## config.mk

```make
export PLATFORM = sky130hd
export DESIGN_NAME = memory_access_flat
export DESIGN_NICKNAME = d
export VERILOG_FILES = /design/src/rtl/memory_access_pkg.sv /design/src/rtl/memory_access_if.sv /design/src/rtl/memory_access_load_store_align.sv /design/src/rtl/memory_access.sv /design/src/flat_wrapper.sv
export SDC_FILE = /design/constraint.sdc
export NUM_CORES = 1
export LEC_CHECK = 0
export ABC_AREA = 1
export BUFFER_PORTS_ARGS = -buffer_cell sky130_fd_sc_hd__buf_2
export CAP_MARGIN = 15
export CORE_MARGIN = 4
export CORE_UTILIZATION = 50
export DETAILED_ROUTE_END_ITERATION = 12
export PLACE_DENSITY_LB_ADDON = 0.15
export SYNTH_ARGS = -nofsm -noshare
export SYNTH_HDL_FRONTEND = slang
export SYNTH_SLANG_ARGS = --single-unit
```

## constraint.sdc

```tcl
create_clock -name CLK -period 2.2 [get_ports CLK]
set_input_delay 0.44 -clock CLK [delete_from_list [all_inputs] [get_ports CLK]]
set_output_delay 0.44 -clock CLK [all_outputs]
set_load 0.03 [all_outputs]
```

## src/rtl/memory_access_pkg.sv

```systemverilog
// Shared definitions for the memory stage: access size encoding, the
// request FSM states, the wait-counter width and the EX/MEM register layout.
package memory_access_pkg;

  typedef enum logic [1:0] {
    MEM_BYTE = 2'b00,
    MEM_HALF = 2'b01,
    MEM_WORD = 2'b10
  } mem_size_t;

  typedef enum logic [0:0] {
    MS_IDLE = 1'b0,
    MS_WAIT = 1'b1
  } mem_state_t;

  // Wide enough for any timeout in 1..255.
  localparam int CNT_W = 8;

  // EX/MEM pipeline register contents.
  typedef struct packed {
    logic        valid;
    logic        mem_read;
    logic        mem_write;
    mem_size_t   size;
    logic        is_unsigned;
    logic        jump;
    logic        reg_write;
    logic [4:0]  rd;
    logic [31:0] alu_out;
    logic [31:0] store_data;
    logic [31:0] pc_plus4;
  } ex_mem_t;

endpackage

```

## src/rtl/memory_access_if.sv

```systemverilog
// Data-memory request/acknowledge port.
//   req/we/addr/byte_en/wdata : driven by the memory stage (master)
//   ack/rdata                 : driven by the memory (slave); rdata is valid with ack
interface memory_access_if;
  logic        req;
  logic        we;
  logic [31:0] addr;
  logic [3:0]  byte_en;
  logic [31:0] wdata;
  logic        ack;
  logic [31:0] rdata;

  modport master (output req, we, addr, byte_en, wdata, input ack, rdata);
  modport slave  (input req, we, addr, byte_en, wdata, output ack, rdata);
endinterface

```

## src/rtl/memory_access_load_store_align.sv

```systemverilog
// Combinational lane logic for loads and stores.
//   size, is_unsigned, addr_lo : access width, extension mode, low address bits
//   store_data                 : rs2 value to be written
//   rdata                      : raw word returned by memory
//   byte_en, wdata             : lane enables and lane-replicated store data
//   load_data                  : selected byte/half/word, sign- or zero-extended
//   misaligned                 : access crosses its natural alignment
module load_store_align
  import memory_access_pkg::*;
(
  input  mem_size_t   size,
  input  logic        is_unsigned,
  input  logic [1:0]  addr_lo,
  input  logic [31:0] store_data,
  input  logic [31:0] rdata,
  output logic [3:0]  byte_en,
  output logic [31:0] wdata,
  output logic [31:0] load_data,
  output logic        misaligned
);

  logic [7:0]  rd_lane [4];
  logic [7:0]  byte_sel;
  logic [15:0] half_sel;

  for (genvar gi = 0; gi < 4; gi++) begin : g_lane
    assign rd_lane[gi] = rdata[8*gi +: 8];
  end

  always_comb begin
    byte_en    = 4'b1111;
    wdata      = store_data;
    load_data  = rdata;
    misaligned = 1'b0;
    byte_sel   = rd_lane[addr_lo];
    half_sel   = addr_lo[1] ? rdata[31:16] : rdata[15:0];
    case (size)
      MEM_BYTE: begin
        byte_en   = 4'b0001 << addr_lo;
        wdata     = {4{store_data[7:0]}};
        load_data = {{24{~is_unsigned & byte_sel[7]}}, byte_sel};
      end
      MEM_HALF: begin
        misaligned = addr_lo[0];
        byte_en    = 4'b0011 << addr_lo;
        wdata      = {2{store_data[15:0]}};
        load_data  = {{16{~is_unsigned & half_sel[15]}}, half_sel};
      end
      default: begin
        // Word access (the unused encoding is treated as a word too).
        misaligned = |addr_lo;
      end
    endcase
  end

endmodule

```

## src/rtl/memory_access.sv

```systemverilog
// Memory stage of the RV32I pipeline.
//   CLK, RST        : clock and synchronous active-high reset
//   *_E             : instruction fields from execute, captured into EX/MEM
//   Stall_M         : freezes IF..EX and EX/MEM while memory is outstanding
//   dmem            : data-memory req/ack port
//   *_W             : MEM/WB register outputs towards writeback
module memory_access
  import memory_access_pkg::*;
#(
  parameter int TIMEOUT_CYCLES = 255
) (
  input  logic                  CLK,
  input  logic                  RST,
  input  logic                  Valid_E,
  input  logic                  Mem_Read_E,
  input  logic                  Mem_Write_E,
  input  logic [1:0]            Mem_Size_E,
  input  logic                  Mem_Unsigned_E,
  input  logic                  Jump_E,
  input  logic                  Reg_Write_E,
  input  logic [4:0]            RD_E,
  input  logic [31:0]           ALU_Out_E,
  input  logic [31:0]           Store_Data_E,
  input  logic [31:0]           PC_Plus4_E,
  output logic                  Stall_M,
  memory_access_if.master       dmem,
  output logic                  Valid_W,
  output logic                  Reg_Write_W,
  output logic [4:0]            RD_W,
  output logic [31:0]           Result_W,
  output logic                  Misaligned_Exc_W,
  output logic                  Bus_Err_W
);

  localparam logic [CNT_W-1:0] TIMEOUT_CNT = CNT_W'(TIMEOUT_CYCLES);

  ex_mem_t          ex_mem_reg, ex_mem_next;
  mem_state_t       state_reg, state_next;
  logic [CNT_W-1:0] cnt_reg, cnt_next;

  logic        req, stall, timeout;
  logic        misaligned, mem_op, mis_exc;
  logic [3:0]  lane_en;
  logic [31:0] lane_wdata, load_data, result_next;

  logic        valid_w_reg, reg_write_w_reg, misaligned_w_reg, bus_err_w_reg;
  logic [4:0]  rd_w_reg;
  logic [31:0] result_w_reg;

  load_store_align u_align (
    .size        (ex_mem_reg.size),
    .is_unsigned (ex_mem_reg.is_unsigned),
    .addr_lo     (ex_mem_reg.alu_out[1:0]),
    .store_data  (ex_mem_reg.store_data),
    .rdata       (dmem.rdata),
    .byte_en     (lane_en),
    .wdata       (lane_wdata),
    .load_data   (load_data),
    .misaligned  (misaligned)
  );

  always_comb begin
    ex_mem_next.valid       = Valid_E;
    ex_mem_next.mem_read    = Mem_Read_E;
    ex_mem_next.mem_write   = Mem_Write_E;
    ex_mem_next.size        = mem_size_t'(Mem_Size_E);
    ex_mem_next.is_unsigned = Mem_Unsigned_E;
    ex_mem_next.jump        = Jump_E;
    ex_mem_next.reg_write   = Reg_Write_E;
    ex_mem_next.rd          = RD_E;
    ex_mem_next.alu_out     = ALU_Out_E;
    ex_mem_next.store_data  = Store_Data_E;
    ex_mem_next.pc_plus4    = PC_Plus4_E;
  end

  assign mis_exc = ex_mem_reg.valid & (ex_mem_reg.mem_read | ex_mem_reg.mem_write) & misaligned;
  assign mem_op  = ex_mem_reg.valid & (ex_mem_reg.mem_read | ex_mem_reg.mem_write) & ~misaligned;

  always_ff @(posedge CLK) begin
    if (RST) begin
      ex_mem_reg <= '0;
      state_reg  <= MS_IDLE;
      cnt_reg    <= '0;
    end else begin
      if (!stall) ex_mem_reg <= ex_mem_next;
      state_reg <= state_next;
      cnt_reg   <= cnt_next;
    end
  end

  always_comb begin
    state_next = state_reg;
    cnt_next   = cnt_reg;
    req        = 1'b0;
    timeout    = 1'b0;
    case (state_reg)
      MS_IDLE: begin
        req = mem_op;
        if (mem_op && !dmem.ack) begin
          state_next = MS_WAIT;
          cnt_next   = CNT_W'(1);
        end
      end
      MS_WAIT: begin
        // The timeout cycle drops the request, so an ack arriving then is ignored.
        if (cnt_reg == TIMEOUT_CNT) begin
          timeout    = 1'b1;
          state_next = MS_IDLE;
          cnt_next   = '0;
        end else begin
          req = 1'b1;
          if (dmem.ack) begin
            state_next = MS_IDLE;
            cnt_next   = '0;
          end else begin
            cnt_next = cnt_reg + CNT_W'(1);
          end
        end
      end
      default: begin
        state_next = MS_IDLE;
        cnt_next   = '0;
      end
    endcase
    // Withdraw the request in the very cycle reset is sampled.
    if (RST) req = 1'b0;
  end

  assign stall = req & ~dmem.ack;

  always_comb begin
    result_next = ex_mem_reg.alu_out;
    if (ex_mem_reg.mem_read)  result_next = load_data;
    else if (ex_mem_reg.jump) result_next = ex_mem_reg.pc_plus4;
  end

  always_ff @(posedge CLK) begin
    if (RST) begin
      valid_w_reg      <= 1'b0;
      reg_write_w_reg  <= 1'b0;
      misaligned_w_reg <= 1'b0;
      bus_err_w_reg    <= 1'b0;
      rd_w_reg         <= '0;
      result_w_reg     <= '0;
    end else if (stall) begin
      // Bubble into writeback; rd/result keep stale values.
      valid_w_reg      <= 1'b0;
      reg_write_w_reg  <= 1'b0;
      misaligned_w_reg <= 1'b0;
      bus_err_w_reg    <= 1'b0;
    end else begin
      valid_w_reg      <= ex_mem_reg.valid;
      reg_write_w_reg  <= ex_mem_reg.reg_write & ex_mem_reg.valid & ~mis_exc & ~timeout;
      misaligned_w_reg <= mis_exc;
      bus_err_w_reg    <= timeout;
      rd_w_reg         <= ex_mem_reg.rd;
      result_w_reg     <= result_next;
    end
  end

  assign Stall_M          = stall;
  assign dmem.req         = req;
  assign dmem.we          = req & ex_mem_reg.mem_write;
  assign dmem.addr        = {ex_mem_reg.alu_out[31:2], 2'b00};
  assign dmem.byte_en     = req ? lane_en : 4'b0000;
  assign dmem.wdata       = lane_wdata;
  assign Valid_W          = valid_w_reg;
  assign Reg_Write_W      = reg_write_w_reg;
  assign RD_W             = rd_w_reg;
  assign Result_W         = result_w_reg;
  assign Misaligned_Exc_W = misaligned_w_reg;
  assign Bus_Err_W        = bus_err_w_reg;

endmodule

```

## src/flat_wrapper.sv

```systemverilog
// flat-port wrapper written by rule: the top's interface ports become plain ports
module memory_access_flat import memory_access_pkg::*;
#(
  parameter int TIMEOUT_CYCLES = 255
)
  (CLK, RST, Valid_E, Mem_Read_E, Mem_Write_E, Mem_Size_E, Mem_Unsigned_E, Jump_E, Reg_Write_E, RD_E, ALU_Out_E, Store_Data_E, PC_Plus4_E, Stall_M, Valid_W, Reg_Write_W, RD_W, Result_W, Misaligned_Exc_W, Bus_Err_W, dmem_req, dmem_we, dmem_addr, dmem_byte_en, dmem_wdata, dmem_ack, dmem_rdata);
  memory_access_if dmem_i ();
  input  logic CLK;
  input  logic RST;
  input  logic Valid_E;
  input  logic Mem_Read_E;
  input  logic Mem_Write_E;
  input  logic [1:0] Mem_Size_E;
  input  logic Mem_Unsigned_E;
  input  logic Jump_E;
  input  logic Reg_Write_E;
  input  logic [4:0] RD_E;
  input  logic [31:0] ALU_Out_E;
  input  logic [31:0] Store_Data_E;
  input  logic [31:0] PC_Plus4_E;
  output logic Stall_M;
  output logic Valid_W;
  output logic Reg_Write_W;
  output logic [4:0] RD_W;
  output logic [31:0] Result_W;
  output logic Misaligned_Exc_W;
  output logic Bus_Err_W;
  output wire logic [$bits(dmem_i.req)-1:0] dmem_req;
  output wire logic [$bits(dmem_i.we)-1:0] dmem_we;
  output wire logic [$bits(dmem_i.addr)-1:0] dmem_addr;
  output wire logic [$bits(dmem_i.byte_en)-1:0] dmem_byte_en;
  output wire logic [$bits(dmem_i.wdata)-1:0] dmem_wdata;
  input wire logic [$bits(dmem_i.ack)-1:0] dmem_ack;
  input wire logic [$bits(dmem_i.rdata)-1:0] dmem_rdata;
  assign dmem_req = dmem_i.req;
  assign dmem_we = dmem_i.we;
  assign dmem_addr = dmem_i.addr;
  assign dmem_byte_en = dmem_i.byte_en;
  assign dmem_wdata = dmem_i.wdata;
  assign dmem_i.ack = dmem_ack;
  assign dmem_i.rdata = dmem_rdata;
  memory_access #(.TIMEOUT_CYCLES(TIMEOUT_CYCLES)) u_core (.CLK(CLK), .RST(RST), .Valid_E(Valid_E), .Mem_Read_E(Mem_Read_E), .Mem_Write_E(Mem_Write_E), .Mem_Size_E(Mem_Size_E), .Mem_Unsigned_E(Mem_Unsigned_E), .Jump_E(Jump_E), .Reg_Write_E(Reg_Write_E), .RD_E(RD_E), .ALU_Out_E(ALU_Out_E), .Store_Data_E(Store_Data_E), .PC_Plus4_E(PC_Plus4_E), .Stall_M(Stall_M), .dmem(dmem_i), .Valid_W(Valid_W), .Reg_Write_W(Reg_Write_W), .RD_W(RD_W), .Result_W(Result_W), .Misaligned_Exc_W(Misaligned_Exc_W), .Bus_Err_W(Bus_Err_W));
endmodule
```

==> impl_table.tex, run 1 <==
\begin{tabular}{lr}
\hline
Metric & Value \\
\hline
\multicolumn{2}{l}{\textbf{Drt}} \\
\quad WL per Instance & 14.29 um \\
\quad First DRT Iteration DRCs & 549 \\
\quad Post-detailed-route via-to-cell ratio & $\sim$4.9 \\
\quad Drt drc & 0 \\
\quad DRT Pass-1 Iters & 5 \\
\quad Routed vias & 7411 \\
\quad ANT nets after route & 0 \\
\quad WL final & 21.44 mm \\
\multicolumn{2}{l}{\textbf{STA}} \\
\quad Peak clock frequency supported by timing & 0.4712 GHz \\
\quad Number of pins with negative max-slew slack in the final report & 0 \\
\quad Fraction of the cycle the final worst path needs & 0.9646 \\
\quad Measured slew at the worst slew-check pin & 720.2 ps \\
\quad Shortest clock period the worst path allows after layout & between 2000 and 2500 ps \\
\quad Final Hold Fails & 0 \\
\quad Final setup violation count & 0 \\
\quad RSZ-0062 raised after global routing & true \\
\quad Max-slew headroom at the worst pin & 0.5185 \\
\quad Setup Skew & 4.374 ps \\
\multicolumn{2}{l}{\textbf{Critical path}} \\
\quad Number of cells traversed by the worst register-to-register path & 13 \\
\quad Endpoint type of the worst setup path & output pin \\
\quad Maximum net fanout on the critical path & 8 \\
\quad RR Startpoint & u\_core.cnt\_reg[1] \\
\quad Critical path origin & u\_core.cnt\_reg[1] \\
\quad WP data arrival & roughly 1700 ps \\
\quad Class of the most critical setup path & reg -> out \\
\quad Nature of the critical path startpoint & flip-flop \\
\quad CP Data Required Time & 1760 ps \\
\quad Worst R2R End & u\_core.Result\_W[11] \\
\quad Worst R2R Setup Slack & $\sim$150 ps \\
\multicolumn{2}{l}{\textbf{Clocking}} \\
\quad Cell at the root of the clock tree & sky130\_fd\_sc\_hd\_\_clkbuf\_16 \\
\quad Clock insertion delay at the later pin of the skew report & 420 ps \\
\quad CTS H-Tree Depth & 4 \\
\quad Clock sink count & 159 \\
\quad Post-cts hold buffer count & 0 \\
\quad Clock tree from TritonCTS & yes \\
\quad Buffer levels on the longest clock path & 2 \\
\quad Cts bufs inserted & 17 \\
\quad Clock transition at the registers of the reported paths & 60 ps \\
\multicolumn{2}{l}{\textbf{Layout}} \\
\quad Share of final-layout standard cells stronger than drive strength 1 & 0.2557 \\
\quad Number of nets in the finished design & between 1000 and 1500 \\
\quad Layout Area Growth over Synthesis & 23.27\% \\
\quad Post-layout utilization of the core & 0.6290 \\
\quad Area of all placed cells without fillers & 0.009107 mm\^{}2 \\
\quad Flip-flop count of the largest register after layout & 79 \\
\multicolumn{2}{l}{\textbf{Run status}} \\
\quad Outcome & completed \\
\multicolumn{2}{l}{\textbf{Die}} \\
\quad Num rows & 44 \\
\quad Area of the die & about 0.017 mm\^{}2 \\
\quad I/O pin count & 256 \\
\quad Die Ht & 129.6 um \\
\quad Horizontal extent of the die & 129.6 um \\
\quad Initial Utilization & 0.5103 \\
\quad Core outline area & around 0.014 mm\^{}2 \\
\multicolumn{2}{l}{\textbf{Global route}} \\
\quad Remaining Overflow, GRT & 0 \\
\quad Largest net degree at the start of global routing & $\sim$100 \\
\quad Wire length of the first global-routing pass & about 34 mm \\
\quad Vias in the first global route & $\sim$6800 \\
\quad Total routing resource utilization after global routing & 0.2548 \\
\quad Initial antenna violation count & 4 \\
\multicolumn{2}{l}{\textbf{Placement}} \\
\quad DP Wirelength & 15.33 mm \\
\quad I/O Buffers & 253 \\
\quad Area of placed instances & $\sim$0.0084 mm\^{}2 \\
\quad Final weighted congestion of routability-driven global placement & 0.8769 \\
\multicolumn{2}{l}{\textbf{Yosys}} \\
\quad Register area share after synthesis & 0.4308 \\
\quad Cell area after synthesis & approximately 0.0074 mm\^{}2 \\
\quad Ys async rst share & 0 \\
\quad Number of unique standard cell types used by synthesis & 31 \\
\quad Leading area contributor after synthesis & sky130\_fd\_sc\_hd\_\_dfxtp\_1 \\
\quad Cell types occupying the most area after synthesis & sky130\_fd\_sc\_hd\_\_dfxtp\_1, sky130\_fd\_sc\_hd\_\_nand2\_1, sky130\_fd\_sc\_hd\_\_nand3\_1 \\
\quad Most used flip-flop cell after synthesis & sky130\_fd\_sc\_hd\_\_dfxtp\_1 \\
\quad Flip-flop and latch count after synthesis & 159 \\
\quad Synthesized instance count & 1105 \\
\quad Count of yosys warnings during synthesis & 0 \\
\quad Post-synth EDFFs & 0 \\
\quad Mapped Avg Cell Area & 6.686 um\^{}2 \\
\quad Fraction of post-synthesis cell area in the top cell type by area & 0.4308 \\
\multicolumn{2}{l}{\textbf{Pwr}} \\
\quad Worst vdd rail ir drop & between 0.0005 and 0.0006 V \\
\quad Pleak & 4.943 nW \\
\quad Overall power of the completed layout & 7.353 mW \\
\quad Power Dens Cells & 807.3 mW/mm\^{}2 \\
\multicolumn{2}{l}{\textbf{Hold path}} \\
\quad Worst-case hold path end point & u\_core.ex\_mem\_reg[99] \\
\quad Worst hold start & RD\_E[3] \\
\quad Type of the worst min-delay path & in -> reg \\
\quad Count of cells along the worst hold path & 3 \\
\multicolumn{2}{l}{\textbf{Run}} \\
\quad Number of max-capacitance violations reported & 0 \\
\hline
\end{tabular}
==> worst max path at each step <==
stage | endpoint | slack [ps] | cells past startpoint
final | dmem_byte_en[1] | 80 | 7
after global routing | Stall_M | -10 | 8
after CTS | dmem_byte_en[1] | 4 | 7
after detailed placement | u_core.Result_W[30] | 200 | 6
after global placement | u_core.Result_W[30] | 340 | 6
after floorplan | dmem_byte_en[0] | 310 | 6
==> per-stage QoR <==
stage / hold WS (ps) / instances / worst slack, ps / TNS [ps]
global placement: 425.5 / 1462 / 340.5 / 0
finish: 211.7 / 1500 / 77.90 / 0
floorplan: 413.6 / 1106 / 310.2 / 0
global route: 201.0 / 1499 / -14.72 / -23.46
detailed placement: 430.7 / 1462 / 196.1 / 0
CTS: 199.5 / 1492 / 3.986 / 0
==> cell families (layout without fill, tap and decap cells) <==
group / Yosys count / after routing / synth area share
flops: 159 / 159 / 0.4308
simple gates: 733 / 733 / 0.3970
fa+ha+maj: 1 / 1 / 0.001693
compound gates: 74 / 74 / 0.05402
buf+inv: 137 / 345 / 0.1160
other cells: 1 / 4 / 0.0005076
==> synth_stat cells, types with 2 or more instances <==
cell                       instances
sky130_fd_sc_hd__nand2_1         584
sky130_fd_sc_hd__dfxtp_1         159
sky130_fd_sc_hd__nand3_1          92
sky130_fd_sc_hd__buf_4            58
sky130_fd_sc_hd__a21oi_1          39
sky130_fd_sc_hd__nor2_1           36
sky130_fd_sc_hd__inv_1            35
sky130_fd_sc_hd__o21ai_0          22
sky130_fd_sc_hd__clkbuf_1         18
sky130_fd_sc_hd__buf_6            15
sky130_fd_sc_hd__o211ai_1          6
sky130_fd_sc_hd__buf_2             5
sky130_fd_sc_hd__nand2_2           5
sky130_fd_sc_hd__o21a_1            4
sky130_fd_sc_hd__or2_2             4
sky130_fd_sc_hd__nor2_2            3
sky130_fd_sc_hd__nor3_1            3
sky130_fd_sc_hd__buf_1             2
sky130_fd_sc_hd__inv_2             2
sky130_fd_sc_hd__nand4_1           2
==> metal layers <==
metal | global-route usage | share of wire
met1 | 0.3411 | 0.43
met2 | 0.4043 | 0.46
met3 | 0.06307 | 0.084
met4 | 0.08557 | 0.022
met5 | 0 | 0.0011
==> worst max-delay path, cell delays in order (launching register included) <==
cell	delay, ps
sky130_fd_sc_hd__dfxtp_2	360
sky130_fd_sc_hd__ha_4	150
sky130_fd_sc_hd__nand3_2	90
sky130_fd_sc_hd__nor2_2	130
sky130_fd_sc_hd__nand3_2	110
sky130_fd_sc_hd__nand3_4	180
sky130_fd_sc_hd__nor2_1	80
sky130_fd_sc_hd__buf_4	170
==> power breakdown <==
group	switching (mW)	total, mW	internal, mW
Clock	1.09	2.83	1.73
Combinational	0.882	1.32	0.437
Sequential	0.127	3.21	3.08
==> layout by cell type (no fill, tap or decap), drive strengths merged, types with 3 or more instances in the layout <==
cell / instances
nor2: 40
buf: 278
o21ai: 23
or2: 4
o21a: 4
inv: 38
a21oi: 39
nand2: 589
clkbuf: 22
nand3: 93
nor3: 3
o211ai: 6
clkinv: 4
dfxtp: 159
==> area by class of cell <==
type	instances	area [um^2]
Fill cell	1430	5371
Antenna cell	2	5.005
Timing Repair Buffer	278	1562
Inverter	38	147.6
Multi-Input combinational cell	810	3410
Clock inverter	7	87.58
Clock buffer	22	474.2
Sequential cell	159	3192
Tap cell	184	230.2
==> repair_timing <==
item	in CTS	in global routing
resized for setup	6	27
setup buffers	1	5
endpoints found under the setup margin	11	19
hold endpoints to repair	0	0
pin swaps	2	4
Note: power is estimated with default switching activity, not from simulation.
==> inputs of run 2 (changes only) <==
==> constraint.sdc (replaced) <==
create_clock -name CLK -period 2.2 [get_ports CLK]
set_input_delay 0.11 -clock CLK [delete_from_list [all_inputs] [get_ports CLK]]
set_output_delay 0.11 -clock CLK [all_outputs]
set_load 0.03 [all_outputs]
==> run 2 against run 1 <==
Effect of this change:
- final cell count up 7.6%
- sequential power about the same
- maximum frequency up 0.13%
- clock power up 5%
- hold slack worse by 150 ps
- clock skew up 0.78 ps
- flip-flop and latch count unchanged
- first-iteration DRC count up 4.6%
- design area up 12%
- largest power group unchanged
==> impl_table.tex, run 2 (synthesis gave the netlist of run 1 again) <==
\begin{tabular}{lr}
\hline
Metric & Value \\
\hline
\multicolumn{2}{l}{\textbf{Run status}} \\
\quad Outcome & completed \\
\multicolumn{2}{l}{\textbf{STA}} \\
\quad Measured slew at the worst slew-check pin & 637.8 ps (-82.42 ps) \\
\quad Worst hold-check slack & 59.67 ps (-152.0 ps) \\
\quad Final Hold Fails & 0 (unchanged) \\
\quad Final setup violation count & 0 (unchanged) \\
\quad Fraction of the cycle the final worst path needs & 0.9633 (-0.001270) \\
\quad Sum of negative setup slack & 0 ps (unchanged) \\
\quad Number of pins with negative max-slew slack in the final report & 0 (unchanged) \\
\quad Peak clock frequency supported by timing & 0.4719 GHz (+0.13\%) \\
\quad Setup Skew & 5.156 ps (+0.7827 ps) \\
\quad Max-slew headroom at the worst pin & 0.5736 (+0.05510) \\
\quad RSZ-0062 raised after global routing & true \\
\quad Shortest clock period the worst path allows after layout & 2119 ps (-2.795 ps) \\
\multicolumn{2}{l}{\textbf{Critical path}} \\
\quad WP data arrival & 2010 ps (+330 ps) \\
\quad RR Startpoint & u\_core.cnt\_reg[0] \\
\quad Maximum net fanout on the critical path & 6 (-2) \\
\quad Class of the most critical setup path & reg -> out \\
\quad Worst R2R Setup Slack & 170 ps (+20 ps) \\
\quad Number of cells traversed by the worst register-to-register path & 11 (-2) \\
\quad Nature of the critical path startpoint & flip-flop \\
\quad Endpoint type of the worst setup path & output pin \\
\quad Critical path origin & u\_core.cnt\_reg[0] \\
\quad CP Data Required Time & 2090 ps (+330 ps) \\
\quad Worst R2R End & u\_core.ex\_mem\_reg[34] \\
\multicolumn{2}{l}{\textbf{Die}} \\
\quad Horizontal extent of the die & 129.6 um (unchanged) \\
\quad Initial Utilization & 0.5103 (unchanged) \\
\quad Core outline area & 0.01448 mm\^{}2 (unchanged) \\
\quad Die Ht & 129.6 um (unchanged) \\
\quad I/O pin count & 256 (unchanged) \\
\quad Num rows & 44 (unchanged) \\
\quad Area of the die & 0.01679 mm\^{}2 (unchanged) \\
\multicolumn{2}{l}{\textbf{Layout}} \\
\quad Area occupied by multi-input gates & 0.003357 mm\^{}2 (-1.5\%) \\
\quad Number of nets in the finished design & 1563 (+7.9\%) \\
\quad Sequential Area & 0.003184 mm\^{}2 (-0.24\%) \\
\quad Most frequent cells in the layout & sky130\_fd\_sc\_hd\_\_nand2\_1, sky130\_fd\_sc\_hd\_\_buf\_2, sky130\_fd\_sc\_hd\_\_dfxtp\_1 \\
\quad Most common cell after layout, fill and taps aside & sky130\_fd\_sc\_hd\_\_nand2\_1 \\
\quad Area of all placed cells without fillers & 0.01021 mm\^{}2 (+12\%) \\
\quad Share of final-layout standard cells stronger than drive strength 1 & 0.2288 (-0.02688) \\
\quad Flip-flop count of the largest register after layout & 79 (unchanged) \\
\quad Fill cell count & 1212 (-15\%) \\
\quad Post-layout utilization of the core & 0.7055 (+0.07648) \\
\quad Layout Area Growth over Synthesis & 38.26\% \\
\multicolumn{2}{l}{\textbf{Drt}} \\
\quad Routed vias & 7961 (+7.4\%) \\
\quad WL per Instance & 14.46 um (+1.2\%) \\
\quad WL final & 23.34 mm (+8.9\%) \\
\quad Drt drc & 0 (unchanged) \\
\quad Post-detailed-route via-to-cell ratio & 4.932 (-0.17\%) \\
\quad First DRT Iteration DRCs & 574 (+4.6\%) \\
\quad ANT nets after route & 0 (unchanged) \\
\quad DRT Pass-1 Iters & 5 (unchanged) \\
\multicolumn{2}{l}{\textbf{Global route}} \\
\quad Met2 demand-to-capacity share in global routing & 0.4504 (+0.04610) \\
\quad Total routing resource utilization after global routing & 0.2717 (+0.01688) \\
\quad Initial antenna violation count & 3 (-1) \\
\quad Met3 Resource Use GR & 0.07049 (+0.007420) \\
\quad Wire length of the first global-routing pass & 36.31 mm (+6.3\%) \\
\quad Vias in the first global route & 7511 (+11\%) \\
\quad Most Crowded Layer GR & met2 \\
\quad Largest net degree at the start of global routing & 53 (-49\%) \\
\quad Remaining Overflow, GRT & 0 (unchanged) \\
\quad Global-route track usage on met1 & 0.3347 (-0.006425) \\
\multicolumn{2}{l}{\textbf{Clocking}} \\
\quad Buffer levels on the longest clock path & 2 (unchanged) \\
\quad Cts bufs inserted & 17 (unchanged) \\
\quad Clock transition at the registers of the reported paths & 60 ps (about the same) \\
\quad Clock insertion delay at the later pin of the skew report & 420 ps (about the same) \\
\quad Cell at the root of the clock tree & sky130\_fd\_sc\_hd\_\_clkbuf\_16 \\
\quad Clock sink count & 159 (unchanged) \\
\quad CTS H-Tree Depth & 4 (unchanged) \\
\quad Clock tree from TritonCTS & yes \\
\multicolumn{2}{l}{\textbf{Hold path}} \\
\quad Count of cells along the worst hold path & 5 (+2) \\
\quad Worst-case hold path end point & u\_core.Result\_W[21] \\
\quad Worst hold start & dmem\_rdata[21] \\
\quad Type of the worst min-delay path & in -> reg \\
\multicolumn{2}{l}{\textbf{Placement}} \\
\quad DP Wirelength & 15.31 mm (-0.15\%) \\
\quad Final weighted congestion of routability-driven global placement & 0.8892 (+1.4\%) \\
\quad I/O Buffers & 253 (unchanged) \\
\quad Area of placed instances & 0.008416 mm\^{}2 (+0.42\%) \\
\multicolumn{2}{l}{\textbf{Run}} \\
\quad Number of max-capacitance violations reported & 0 (unchanged) \\
\multicolumn{2}{l}{\textbf{Pwr}} \\
\quad Power Dens Cells & 747.8 mW/mm\^{}2 (-7.4\%) \\
\quad Pleak & 5.446 nW (+10\%) \\
\quad Worst vdd rail ir drop & 0.0005122 V (-1.9\%) \\
\hline
\end{tabular}
-- run 2: worst max path at each step --
stage	end	slack [ps]
after floorplan	u_core.ex_mem_reg[38]	620
after global placement	u_core.Result_W[27]	330
after detailed placement	u_core.Result_W[28]	290
after CTS	Stall_M	30
after global routing	dmem_byte_en[0]	-20
final	dmem_byte_en[0]	80
-- run 2: final cells by class --
class	count	area share
multi-input combinational	810	0.3286
antenna	1	0.0002450
clock buffer	23	0.04679
inverter	38	0.01421
timing repair buffer	392	0.2651
sequential	159	0.3117
tap	184	0.02254
clock inverter	7	0.01078
-- run 2: power by group --
| group | leakage (nW) | total (mW) | switching (mW) | internal, mW |
|---|---|---|---|---|
| registers | 1.32 | 3.21 | 0.126 | 3.08 |
| logic | 3.83 | 1.46 | 0.904 | 0.561 |
| clock network | 0.293 | 2.97 | 1.11 | 1.85 |
-- run 2: stage by stage --
stage,cells,setup slack [ps],power (mW)
2_1_floorplan,1106,622.7,4.160
3_3_place_gp,1465,334.4,4.533
3_5_place_dp,1465,287.1,4.543
4_1_cts,1608,29.80,7.660
5_1_grt,1614,-16.23,7.939
6_report,1614,80.69,7.639
-- run 2: repair_timing --
| action | CTS | global route |
|---|---|---|
| hold endpoints to repair | 113 | 0 |
| gates resized for setup | 0 | 1 |
| gates cloned | 1 | 1 |
| pin swaps | 1 | 2 |
| endpoints found under the setup margin | 1 | 1 |
| hold buffers | 111 | 0 |
| buffers inserted | 1 | 4 |
-- run 2: worst max-delay path, cell delays in order (launching register included) --
cell and delay (ps):
sky130_fd_sc_hd__dfxtp_1 330, sky130_fd_sc_hd__ha_1 230, sky130_fd_sc_hd__nand3_1 120, sky130_fd_sc_hd__nor2_2 60, sky130_fd_sc_hd__nand3_1 150, sky130_fd_sc_hd__nand3_4 140, sky130_fd_sc_hd__buf_4 160, sky130_fd_sc_hd__a21oi_1 170
sky130_fd_sc_hd__buf_2 240
-- run 2: layer usage --
metal  up-vias  part of all wire
li1       4032                 -
met1      3568              0.43
met2       290              0.47
met3        67             0.073
met4         4             0.034
met5         -           0.00077
==> inputs of run 3 (changes only) <==
--- a/config.mk
+++ b/config.mk
@@ -6,11 +6,11 @@
 export NUM_CORES = 1
 export LEC_CHECK = 0
 export ABC_AREA = 1
-export BUFFER_PORTS_ARGS = -buffer_cell sky130_fd_sc_hd__buf_2
 export CAP_MARGIN = 15
 export CORE_MARGIN = 4
-export CORE_UTILIZATION = 50
+export CORE_UTILIZATION = 63
 export DETAILED_ROUTE_END_ITERATION = 12
+export DONT_BUFFER_PORTS = 1
 export PLACE_DENSITY_LB_ADDON = 0.15
 export SYNTH_ARGS = -nofsm -noshare
 export SYNTH_HDL_FRONTEND = slang
==> run 3 against run 2 <==
Effect of this change:
- wire length rose by 2.8%
- hold slack worse by 32 ps
- register-to-register slack got worse by 20 ps
- worst setup slack gained 12 ps
- largest cell class unchanged
- largest power group unchanged
- highest routed layer is now met4
==> impl_table.tex, run 3 (synthesis gave the netlist of run 1 again) <==
\begin{tabular}{lr}
\hline
Metric & Value \\
\hline
\multicolumn{2}{l}{\textbf{Die}} \\
\quad Core outline area & 0.01147 mm\^{}2 (-21\%) \\
\quad Initial Utilization & 0.6443 (+0.1340) \\
\quad Horizontal extent of the die & 116.3 um (-10\%) \\
\quad Num rows & 39 (-11\%) \\
\quad I/O pin count & 256 (unchanged) \\
\quad Area of the die & 0.01352 mm\^{}2 (-19\%) \\
\quad Die Ht & 116.3 um (-10\%) \\
\multicolumn{2}{l}{\textbf{STA}} \\
\quad Worst hold-check slack & 27.64 ps (-32.04 ps) \\
\quad Number of pins with negative max-slew slack in the final report & 0 (unchanged) \\
\quad Setup Skew & 9.471 ps (+4.314 ps) \\
\quad Fraction of the cycle the final worst path needs & 0.9578 (-0.005477) \\
\quad Max-slew headroom at the worst pin & 0.5598 (-0.01380) \\
\quad Final setup violation count & 0 (unchanged) \\
\quad Peak clock frequency supported by timing & 0.4746 GHz (+0.57\%) \\
\quad Shortest clock period the worst path allows after layout & 2107 ps (-12.05 ps) \\
\quad RSZ-0062 raised after global routing & true \\
\quad Final Hold Fails & 0 (unchanged) \\
\quad Sum of negative setup slack & 0 ps (unchanged) \\
\quad Measured slew at the worst slew-check pin & 658.4 ps (+20.65 ps) \\
\multicolumn{2}{l}{\textbf{Pwr}} \\
\quad Clock share of power & 0.418 (+0.029) \\
\quad Net switching power of the design & 2.174 mW (+1.4\%) \\
\quad Power share of the sequential group & 0.446 (+0.026) \\
\quad Relative contribution of combinational cells to total power & 0.136 (-0.056) \\
\quad Switching share of power & 0.2811 (+0.0004111) \\
\quad Worst vdd rail ir drop & 0.0009191 V (+79\%) \\
\quad Cell-internal power & 5.560 mW (+1.2\%) \\
\quad Pleak & 4.458 nW (-18\%) \\
\quad Power Dens Cells & 843.9 mW/mm\^{}2 (+13\%) \\
\multicolumn{2}{l}{\textbf{Critical path}} \\
\quad Number of cells traversed by the worst register-to-register path & 8 (-3) \\
\quad Critical path's most frequent cell & sky130\_fd\_sc\_hd\_\_nand3\_1 \\
\quad WP data arrival & 2000 ps (about the same) \\
\quad Crit path largest cell delay & 330 ps (about the same) \\
\quad Slowest stage cell, crit path & sky130\_fd\_sc\_hd\_\_dfxtp\_1 \\
\quad Endpoint type of the worst setup path & output pin \\
\quad Nature of the critical path startpoint & flip-flop \\
\quad Maximum net fanout on the critical path & 44 (+38) \\
\quad CP Cell Sequence & ha\_1 > nand3\_1 > nor2\_2 > nand3\_1 > nand3\_4 > nor2\_4 > clkbuf\_16 \\
\quad Class of the most critical setup path & reg -> out \\
\quad CP Data Required Time & 2090 ps (about the same) \\
\multicolumn{2}{l}{\textbf{Layout}} \\
\quad Number of nets in the finished design & 1335 (-15\%) \\
\quad Layout Area Growth over Synthesis & 24.05\% \\
\quad Share of final-layout standard cells stronger than drive strength 1 & 0.06988 (-0.1589) \\
\quad Area occupied by multi-input gates & 0.003369 mm\^{}2 (+0.37\%) \\
\quad Post-layout utilization of the core & 0.7992 (+0.09374) \\
\quad Most common cell after layout, fill and taps aside & sky130\_fd\_sc\_hd\_\_nand2\_1 \\
\quad Flip-flop count of the largest register after layout & 79 (unchanged) \\
\quad Sequential Area & 0.003184 mm\^{}2 (unchanged) \\
\quad Most frequent cells in the layout & sky130\_fd\_sc\_hd\_\_nand2\_1, sky130\_fd\_sc\_hd\_\_dfxtp\_1, sky130\_fd\_sc\_hd\_\_dlygate4sd3\_1 \\
\quad Fill cell count & 791 (-35\%) \\
\multicolumn{2}{l}{\textbf{Drt}} \\
\quad ANT nets after route & 0 (unchanged) \\
\quad First DRT Iteration DRCs & 739 (+29\%) \\
\quad WL final & 24.01 mm (+2.8\%) \\
\quad Post-detailed-route via-to-cell ratio & 5.550 (+13\%) \\
\quad DRT Pass-1 Iters & 7 (+2) \\
\quad Drt drc & 0 (unchanged) \\
\quad WL per Instance & 17.82 um (+23\%) \\
\quad Routed vias & 7476 (-6.1\%) \\
\multicolumn{2}{l}{\textbf{Global route}} \\
\quad Vias in the first global route & 7125 (-5.1\%) \\
\quad Largest net degree at the start of global routing & 94 (+77\%) \\
\quad Wire length of the first global-routing pass & 36.36 mm (+0.13\%) \\
\quad Total routing resource utilization after global routing & 0.3451 (+0.07343) \\
\quad Remaining Overflow, GRT & 0 (unchanged) \\
\quad Initial antenna violation count & 1 (-2) \\
\multicolumn{2}{l}{\textbf{Run}} \\
\quad Number of max-capacitance violations reported & 0 (unchanged) \\
\multicolumn{2}{l}{\textbf{Clocking}} \\
\quad Buffer levels on the longest clock path & 2 (unchanged) \\
\quad Clock sink count & 159 (unchanged) \\
\quad Clock transition at the registers of the reported paths & 60 ps (about the same) \\
\quad CTS H-Tree Depth & 4 (unchanged) \\
\quad Cell at the root of the clock tree & sky130\_fd\_sc\_hd\_\_clkbuf\_16 \\
\quad Cts bufs inserted & 17 (unchanged) \\
\quad Clock insertion delay at the later pin of the skew report & 430 ps (about the same) \\
\quad Clock tree from TritonCTS & yes \\
\multicolumn{2}{l}{\textbf{Hold path}} \\
\quad Count of cells along the worst hold path & 4 (-1) \\
\quad Type of the worst min-delay path & in -> reg \\
\multicolumn{2}{l}{\textbf{Placement}} \\
\quad I/O Buffers & 0 (-100\%) \\
\quad DP Wirelength & 14.22 mm (-7.1\%) \\
\quad Final weighted congestion of routability-driven global placement & 0.8644 (-2.8\%) \\
\multicolumn{2}{l}{\textbf{Run status}} \\
\quad Outcome & completed \\
\hline
\end{tabular}
-- run 3: worst max-delay path, delay by kind of cell (launching register included) --
family / cells / cell delay [ps]
adder cells (fa/ha/maj): 1 / 220
buffers and inverters: 1 / 300
flip-flops: 1 / 330
AND/OR/NAND/NOR: 5 / 700
-- run 3: area by class of cell --
cell class              instances  share of cell area
inverters                      38             0.01625
repair buffers                164              0.1782
diodes                          2           0.0005461
flip-flops and latches        159              0.3474
clock inverters                10             0.02020
clock buffers                  21             0.05024
well taps                     143             0.01952
multi-input cells             810              0.3676
-- run 3: per-layer routing --
metal  vias up  track usage  wire length (um)
met5         -            0                 0
met4         0       0.1524               779
met3        74       0.1073              2857
met2       473       0.5706             11600
met1      3358       0.4134              8771
li1       3571            -                 -
-- run 3: stage by stage --
step                      power [mW]  area, um^2  worst slack, ps  instances
after floorplan                4.160        7392            622.7       1106
after global placement         4.298        7153            337.2       1180
after detailed placement       4.313        7153            295.2       1180
after CTS                      7.693        9120            39.40       1343
after global routing           8.003        9163           0.6419       1346
final                          7.734        9165            92.74       1347
-- run 3: what timing repair did --
item / 4_1_cts / 5_1_grt
buffers inserted: 0 / 1
hold buffers: 132 / 0
setup endpoints to repair: 0 / 4
endpoints found under the hold margin: 136 / 0
gates resized for setup: 0 / 7
-- run 3: final timing paths --
kind	to	from	slack, ps
setup / recovery	Stall_M	u_core.cnt_reg[0]	90
hold / removal	u_core.Result_W[7]	dmem_rdata[7]	30
setup reg to reg	u_core.Result_W[1]	u_core.ex_mem_reg[107]	150
hold reg to reg	u_core.ex_mem_reg[28]	u_core.ex_mem_reg[28]	450
-- run 3: power by group through the flow --
stage,registers [mW],clock network [mW],logic (mW)
6_report,3.45,3.23,1.05
2_1_floorplan,3.35,0,0.806
4_1_cts,3.44,3.24,1.01
3_5_place_dp,3.50,0,0.809
3_3_place_gp,3.50,0,0.794
5_1_grt,3.47,3.38,1.15
